--- config.mk ---
export PLATFORM = sky130hd
export DESIGN_NAME = exec_res_arbiter
export DESIGN_NICKNAME = d
export VERILOG_FILES = /design/src/rtl/exec_res_arbiter.sv
export SDC_FILE = /design/constraint.sdc
export NUM_CORES = 1
export LEC_CHECK = 0
export CORE_UTILIZATION = 34
export DETAILED_ROUTE_END_ITERATION = 10
export GPL_ROUTABILITY_DRIVEN = 0
export GPL_TIMING_DRIVEN = 0
export PLACE_DENSITY = 0.71
export SLEW_MARGIN = 20
export SYNTH_ARGS = -nofsm -noshare
export SYNTH_HDL_FRONTEND = slang
export SYNTH_SLANG_ARGS = --single-unit
--- constraint.sdc ---
create_clock -name i_clk -period 2.2 [get_ports i_clk]
set_input_delay 0.33 -clock i_clk [delete_from_list [all_inputs] [get_ports i_clk]]
set_output_delay 0.33 -clock i_clk [all_outputs]
set_load 0.02 [all_outputs]
--- src/rtl/exec_res_arbiter.sv ---
// exec_res_arbiter: collects ALU, multiplier and divider results into one
// buffered integer-regfile write port. Fixed priority div > mul > alu, a
// DEPTH-entry result FIFO, and a valid/ready handshake toward writeback.
// Optional feature macro: EXEC_RES_ARBITER_BYPASS_EN (zero-latency bypass
// when the FIFO is empty). Default build: always one cycle through the FIFO.
module exec_res_arbiter #(
   parameter int unsigned DEPTH      = 2,
   parameter int unsigned TAGW       = 4,
   parameter int unsigned RISCV_ARCH = 64
) (
   input  logic                  i_clk,
   input  logic                  i_nrst,
   input  logic                  i_alu_valid,
   input  logic [5:0]            i_alu_waddr,
   input  logic [RISCV_ARCH-1:0] i_alu_wdata,
   input  logic [TAGW-1:0]       i_alu_wtag,
   output logic                  o_alu_ready,
   input  logic                  i_mul_valid,
   input  logic [5:0]            i_mul_waddr,
   input  logic [RISCV_ARCH-1:0] i_mul_wdata,
   input  logic [TAGW-1:0]       i_mul_wtag,
   output logic                  o_mul_ready,
   input  logic                  i_div_valid,
   input  logic [5:0]            i_div_waddr,
   input  logic [RISCV_ARCH-1:0] i_div_wdata,
   input  logic [TAGW-1:0]       i_div_wtag,
   output logic                  o_div_ready,
   output logic                  o_wena,
   output logic [5:0]            o_waddr,
   output logic [RISCV_ARCH-1:0] o_wdata,
   output logic [TAGW-1:0]       o_wtag,
   input  logic                  i_wready,
   output logic                  o_busy
);

   localparam int unsigned CNTW = $clog2(DEPTH + 1);
   localparam int unsigned PTRW = $clog2(DEPTH);

   typedef struct packed {
      logic [5:0]            waddr;
      logic [RISCV_ARCH-1:0] wdata;
      logic [TAGW-1:0]       wtag;
   } entry_t;

   entry_t          mem_q [DEPTH];
   entry_t          mem_d [DEPTH];
   logic [CNTW-1:0] count_q, count_d;
   logic [PTRW-1:0] wr_ptr_q, wr_ptr_d;
   logic [PTRW-1:0] rd_ptr_q, rd_ptr_d;

   logic   room;
   logic   sel_valid;
   entry_t sel;
   logic   acc_nz;
   logic   push;
   logic   pop;
   logic   fifo_nempty;
   entry_t head;

   // Grant selection: div > mul > alu, gated only by FIFO occupancy (never by the pop)
   always_comb begin
      room        = (count_q < CNTW'(DEPTH));
      sel         = '{waddr: i_alu_waddr, wdata: i_alu_wdata, wtag: i_alu_wtag};
      sel_valid   = i_alu_valid;
      o_div_ready = 1'b0;
      o_mul_ready = 1'b0;
      o_alu_ready = 1'b0;
      if (i_div_valid) begin
         sel         = '{waddr: i_div_waddr, wdata: i_div_wdata, wtag: i_div_wtag};
         sel_valid   = 1'b1;
         o_div_ready = room;
      end else if (i_mul_valid) begin
         sel         = '{waddr: i_mul_waddr, wdata: i_mul_wdata, wtag: i_mul_wtag};
         sel_valid   = 1'b1;
         o_mul_ready = room;
      end else begin
         o_alu_ready = room;
      end
      // x0 writes are consumed but never stored
      acc_nz = room && sel_valid && (sel.waddr != 6'd0);
   end

   assign fifo_nempty = (count_q != '0);
   assign head        = mem_q[rd_ptr_q];
   assign pop         = fifo_nempty && i_wready;
   assign o_busy      = fifo_nempty || i_alu_valid || i_mul_valid || i_div_valid;

`ifdef EXEC_RES_ARBITER_BYPASS_EN
   logic byp;

   // Empty FIFO: the accepted result drives the write port directly; store it only if stalled
   always_comb begin
      byp     = acc_nz && !fifo_nempty;
      push    = acc_nz && !(byp && i_wready);
      o_wena  = fifo_nempty || byp;
      o_waddr = byp ? sel.waddr : head.waddr;
      o_wdata = byp ? sel.wdata : head.wdata;
      o_wtag  = byp ? sel.wtag  : head.wtag;
   end
`else
   // Write port is always the FIFO head; one cycle of latency, no input-to-output path
   always_comb begin
      push    = acc_nz;
      o_wena  = fifo_nempty;
      o_waddr = head.waddr;
      o_wdata = head.wdata;
      o_wtag  = head.wtag;
   end
`endif

   // FIFO next state: push at write pointer, pop at read pointer, pointers wrap mod DEPTH
   always_comb begin
      mem_d    = mem_q;
      wr_ptr_d = wr_ptr_q;
      rd_ptr_d = rd_ptr_q;
      count_d  = count_q;
      if (push) begin
         mem_d[wr_ptr_q] = sel;
         wr_ptr_d        = wr_ptr_q + PTRW'(1);
      end
      if (pop) begin
         rd_ptr_d = rd_ptr_q + PTRW'(1);
      end
      case ({push, pop})
         2'b10:   count_d = count_q + CNTW'(1);
         2'b01:   count_d = count_q - CNTW'(1);
         default: count_d = count_q;
      endcase
   end

   // FIFO state registers
   always_ff @(posedge i_clk or negedge i_nrst) begin
      if (!i_nrst) begin
         count_q  <= '0;
         wr_ptr_q <= '0;
         rd_ptr_q <= '0;
         for (int i = 0; i < int'(DEPTH); i++) begin
            mem_q[i] <= '0;
         end
      end else begin
         count_q  <= count_d;
         wr_ptr_q <= wr_ptr_d;
         rd_ptr_q <= rd_ptr_d;
         mem_q    <= mem_d;
      end
   end

endmodule

==> results of run 1 <==
-- power breakdown --
part	internal, W	total (W)	switching [W]
clock network	0.00161	0.00291	0.00130
registers	0.00424	0.00498	0.000744
logic	0.00515	0.00940	0.00425
total	0.0110	0.0173	0.00629
-- stage by stage --
step                total power (W)  setup WS [ps]  utilization  setup TNS [ps]
floorplan                    0.0113            159            -               0
global placement             0.0148          -5460        0.490         -998060
detailed placement           0.0150          -2040        0.492         -171500
CTS                          0.0174           6.71        0.519               0
global route                 0.0183         0.0142        0.521               0
finish                       0.0173           58.6        0.521               0
-- cells by family (layout without fill, tap and decap cells) --
logic type	after synthesis	in the layout	synth area share
xor+xnor	5	5	0.00511
mux	284	284	0.410
simple gates	87	87	0.0419
fa+ha+maj	1	1	0.00146
flops	152	152	0.444
buf+inv	64	407	0.0425
compound gates	89	89	0.0550
-- per-layer routing --
metal / up-vias / global-route usage / wire length, um
li1: 3074 / - / -
met1: 3138 / 0.237 / 10600
met3: 12 / 0.0455 / 1350
met4: 0 / 0.0403 / 184
met2: 187 / 0.326 / 11800
met5: - / 0 / 0
-- worst max-delay path, cell delays in order, from the launching register on --
cell and delay (ps):
dfrtp_2 370, buf_12 150, clkbuf_8 190, mux2_2 360, dlygate4sd2_1 330
-- flip-flops by register name (all words and copies together), names as in the netlist --
signal	cells
wr_ptr_q	1
count_q	2
mem_q	148
rd_ptr_q	1
-- cell usage in the layout (no fill, tap or decap), drive strengths merged, types with 21 or more instances in the layout --
cell type,count
o21ai,74
dlygate4sd2,71
mux2i,74
nand2,75
inv,21
buf,29
dfrtp,152
clkbuf,50
mux2,210
clkdlybuf4s50,225
-- layout make-up --
type	count	area, um2	area share
multi-input cells	466	4440	0.347
flip-flops and latches	152	3810	0.298
repair buffers	314	3070	0.240
plain buffers	49	434	0.0340
clock buffers	17	425	0.0333
well taps	324	405	0.0317
clock inverters	15	156	0.0122
inverters	12	45.0	0.00353
-- what timing repair did --
item	4_1_cts	5_1_grt
pin swaps	0	0
hold buffers	1	0
setup buffers	3	3
endpoints found under the hold margin	68	0
cloned	0	1
endpoints found under the setup margin	229	111
resized for setup	126	15
-- final timing paths --
kind | startpoint | to | cells after the start
max in group asynchronous | i_nrst | mem_q[23] | 3
worst min register to register | mem_q[95] | mem_q[95] | 1
min in group i_clk | mem_q[95] | mem_q[95] | 1
worst max-delay path | rd_ptr_q | o_wdata[12] | 4
worst min-delay path | i_nrst | mem_q[138] | 2
worst max register to register | count_q[1] | mem_q[112] | 5
-- Yosys cell counts --
cell type	count
dfrtp_1	152
mux2_4	110
mux2_2	91
nand2_1	75
mux2i_1	74
o21ai_0	74
clkbuf_1	33
buf_6	16
inv_1	12
o22ai_1	12
mux2_1	9
buf_2	3
xnor2_1	3
a21oi_2	2
nor2_1	2
xor2_1	2
a211o_1	1
and2_1	1
and2_2	1
and4_1	1
ha_1	1
nand2b_1	1
nor2b_1	1
nor3_1	1
nor3_2	1
nor3b_1	1
or2_2	1
or3_1	1
==> summary.txt, run 1 <==
Critical path
  • Arrival time worst endpoint: between 1500 and 2000 ps
  • Type of origin of the critical path: flop
  • Crit. End Element: primary output
  • CP max FO: 10
  • WP data required: between 1500 and 2000 ps
  • Worst R2R Setup Slack: 140 ps
  • Crit Path Category: reg -> out

Place
  • Placed Area: 12100 um2
  • Final HPWL from detailed placement: around 18 mm
  • IO Port Bufs: about 300
  • Placed cell count: about 1300

Logic synthesis
  • Sequential area share after synthesis: 0.444
  • Cells after synthesis: 682
  • Avg Cell Area, Syn: roughly 13 um2
  • Synth top area share: 0.444
  • Syn Nets: just over 900
  • FF+latch count, synth: 152
  • Cell taking the most area after synthesis: dfrtp_1
  • Synth top area cells: dfrtp_1, mux2_4, mux2_2, mux2i_1, o21ai_0
  • Post-Syn Area: between 8000 and 9000 um2
  • YS warnings: 0
  • Unique masters post-synth: 28

Layout
  • Ant diodes: 0
  • Synthesis-to-layout area growth: 49.0%
  • Layout cells sized above 1: 0.281
  • Fin area: approximately 13000 um2
  • Fillcell total: ~2200
  • Nets: around 1200
  • Final Non-Filler Cells: 1349

GRT
  • Number of global-route vias before repair: between 6000 and 7000
  • Largest net degree at the start of global routing: 85
  • Total GRT Usage: 0.188
  • Initial antenna violation count: 0
  • First-pass GRT wire length: between 30 and 40 mm
  • Grt ovf: 0

Timing
  • Final slew viol count: 0
  • Final Hold Viols: 0
  • Worst Skew: 9.97 ps
  • Final period util: 0.973
  • Max Fclk: 0.467 GHz
  • Worst-Margin Slew: around 770 ps
  • Hold_ws: 439 ps
  • Min cycle time layout: between 2000 and 2500 ps
  • RSZ-0062 raised after global routing: false
  • Slew margin rel.: 0.483
  • Setup Viol. Count Final: 0

Outcome
  • Outcome: finished clean

Pwr
  • Cell Pwr Density: 1350 nW/um2
  • Leak: 5.79 nW
  • Peak supply drop: approximately 0.57 mV

Min path
  • Hold Crit Class: in -> async

CTS
  • TritonCTS clock tree: built
  • Number of H-tree levels: 4
  • Total CTS buffers: 17
  • Clock sinks: 152
  • Clk_lat worst skew: 420 ps
  • Longest Clk Path Bufs: 2
  • Clock root buffer: clkbuf_16
  • Worst-path clk slew: about 70 ps

Floorplanning
  • Die width: ~160 um
  • Full die area: between 20000 and 30000 um2
  • I/O pins: just over 300
  • Row cnt: 57
  • Die height: roughly 160 um
  • Initial Utilization: 0.349
  • Core ar.: between 20000 and 25000 um2

Flow run
  • Max_cap viols: 0

Routing
  • Detail Route Antenna Nets: 0
  • Detailed Routing Iterations Pass 1: 4
  • DRT iter0 DRCs: around 210
  • Vias per cell: around 4.8
  • Routed vias: 6411
  • Total wire length: between 20 and 25 mm
  • WL per Instance: 17.7 um
  • DR DRC count: 0
Power figures use the tool's default switching activity.
==> run 2: changes to the inputs <==
--- a/config.mk
+++ b/config.mk
@@ -5,11 +5,12 @@
 export SDC_FILE = /design/constraint.sdc
 export NUM_CORES = 1
 export LEC_CHECK = 0
+export CORE_MARGIN = 5
 export CORE_UTILIZATION = 34
 export DETAILED_ROUTE_END_ITERATION = 10
 export GPL_ROUTABILITY_DRIVEN = 0
 export GPL_TIMING_DRIVEN = 0
-export PLACE_DENSITY = 0.71
+export PLACE_DENSITY = 0.69
 export SLEW_MARGIN = 20
 export SYNTH_ARGS = -nofsm -noshare
 export SYNTH_HDL_FRONTEND = slang
==> summary.txt, run 2 (same netlist as run 1, synthesis figures left out) <==
CTS
  • Number of H-tree levels: 4
  • Clock sinks: about 150
  • Clk_lat worst skew: approximately 420 ps
  • Clock root buffer: clkbuf_16
  • TritonCTS clock tree: built
  • Longest Clk Path Bufs: 2
  • Worst-path clk slew: 60 ps
  • Total CTS buffers: 17

Timing
  • Slew margin rel.: 0.463
  • Hold_ws: about 470 ps
  • Worst-Margin Slew: a little over 800 ps
  • Worst Skew: 10.0 ps
  • Min cycle time layout: 2140 ps
  • Setup Viol. Count Final: 0
  • Final slew viol count: 0
  • Final period util: 0.974
  • Final Hold Viols: 0
  • Setup_tns: 0 ps
  • RSZ-0062 raised after global routing: true
  • Max Fclk: 0.467 GHz

Routing
  • Vias per cell: approximately 4.7
  • Detailed Routing Iterations Pass 1: 4
  • Routed vias: ~6400
  • Total wire length: 25.2 mm
  • DRT iter0 DRCs: roughly 150
  • DR DRC count: 0
  • Detail Route Antenna Nets: 0
  • WL per Instance: approximately 19 um

Critical path
  • CP Buf/Inv Count: 5
  • Worst stage delay on the critical path: 530 ps
  • Crit-path cells: clkdlybuf4s50_1, buf_8, buf_4, mux2i_4, and2_4, a21oi_4, buf_6, buf_6, mux2_4
  • Cell mode on critical path: buf_6
  • Crit Path Category: in -> reg
  • Crit. End Element: flop
  • WP data required: about 2500 ps
  • Arrival time worst endpoint: approximately 2400 ps
  • Type of origin of the critical path: input port
  • CP max FO: 10
  • Delay-heaviest family, CP: buffers and inverters
  • Slowest CP cell: clkdlybuf4s50_1

Outcome
  • Outcome: finished clean

Layout
  • Synthesis-to-layout area growth: 49.2%
  • Most frequent cells in the layout: clkdlybuf4s50_1, dfrtp_1, mux2_4
  • Largest regs: mem_q (148), count_q (2)
  • Layout cells sized above 1: 0.295
  • Fillcell total: 2309
  • Ant diodes: 0
  • Commonest non-fill, non-tap cell in the layout: clkdlybuf4s50_1
  • Largest Register: mem_q
  • Max reg flops: ~150
  • Final Non-Filler Cells: 1353
  • Nets: 1240

Floorplanning
  • Core ar.: 25000 um2
  • Die height: 169 um
  • Full die area: 28500 um2
  • Die width: roughly 170 um
  • Row cnt: 58
  • I/O pins: around 300
  • Initial Utilization: 0.342

Pwr
  • Cell Pwr Density: 1360 nW/um2
  • Peak supply drop: 0.553 mV
  • Leak: 5.75 nW

GRT
  • Initial antenna violation count: 0
  • Largest net degree at the start of global routing: 96
  • Grt ovf: 0
  • First-pass GRT wire length: between 30 and 40 mm
  • Total GRT Usage: 0.174
  • Number of global-route vias before repair: 6742

Place
  • IO Port Bufs: just over 300
  • Placed cell count: approximately 1300
  • Final HPWL from detailed placement: 19.0 mm

Flow run
  • Max_cap viols: 0

Min path
  • Hold Crit Class: in -> reg
==> run 2: changes by cell type in the layout (fill, tap and decap cells not counted), sizes merged <==
cell,change
inv,-5
clkbuf,+7
clkdlybuf4s15,+8
dlygate4sd1,+1
buf,+8
dlygate4sd2,-23
bufinv,+1
clkinv,+1
==> run 2: final cells by class <==
class / count / area, um2 / area share
Sequential cell: 152 / 3800 / 0.298
Clock buffer: 19 / 453 / 0.0354
Inverter: 12 / 45.0 / 0.00352
Tap cell: 330 / 413 / 0.0323
Buffer: 48 / 435 / 0.0341
Multi-Input combinational cell: 466 / 4500 / 0.352
Timing Repair Buffer: 314 / 3000 / 0.235
Clock inverter: 12 / 139 / 0.0109
==> run 2: final timing paths <==
kind | slack (ps) | cells past startpoint | startpoint | end
worst max-delay path | 60 | 9 | i_div_valid | mem_q[36]
worst min register to register | 480 | 1 | mem_q[95] | mem_q[95]
min in group asynchronous | 500 | 2 | i_nrst | mem_q[89]
worst min-delay path | 470 | 4 | i_mul_valid | mem_q[143]
worst max register to register | 110 | 5 | count_q[1] | mem_q[108]
max in group asynchronous | 920 | 3 | i_nrst | mem_q[119]
==> run 2: report_power, final <==
group          total (W)  switching [W]  internal [W]
Clock            0.00294        0.00120       0.00174
Combinational    0.00949        0.00434       0.00515
Sequential       0.00497       0.000739       0.00424
Total             0.0174        0.00628        0.0111
==> run 2: layer usage <==
layer	global-route usage	up-vias	part of all wire
li1	-	3077	-
met1	0.218	3118	0.42
met2	0.296	172	0.50
met3	0.0553	14	0.061
met4	0.0314	0	0.0094
met5	0	-	0
==> run 2: what timing repair did <==
action,in CTS,in global routing
hold buffers,1,0
endpoints found under the hold margin,92,0
buffers inserted,5,1
gates resized for setup,126,70
cloned,1,0
endpoints found under the setup margin,229,190
==> run 2: stage by stage <==
stage	util	area (um2)	setup WS (ps)	total power [W]
5_1_grt	0.511	12800	-26.2	0.0184
3_3_place_gp	0.481	12000	-5400	0.0149
6_report	0.511	12800	57.4	0.0174
2_1_floorplan	-	8570	159	0.0113
4_1_cts	0.510	12800	-58.8	0.0176
3_5_place_dp	0.482	12100	-1410	0.0151
==> run 2: worst reg2reg max path: stages (launching register included) <==
cell and delay, ps:
dfrtp_1 480, or3_1 560, a21oi_2 200, buf_6 190, buf_6 210, mux2_4 320
==> run 3: changes to the inputs <==
--- a/config.mk
+++ b/config.mk
@@ -5,6 +5,7 @@
 export SDC_FILE = /design/constraint.sdc
 export NUM_CORES = 1
 export LEC_CHECK = 0
+export CAP_MARGIN = 20
 export CORE_MARGIN = 5
 export CORE_UTILIZATION = 34
 export DETAILED_ROUTE_END_ITERATION = 10
==> results of run 3 <==
No change in the layout: final DEF, timing and power equal those of run 2.
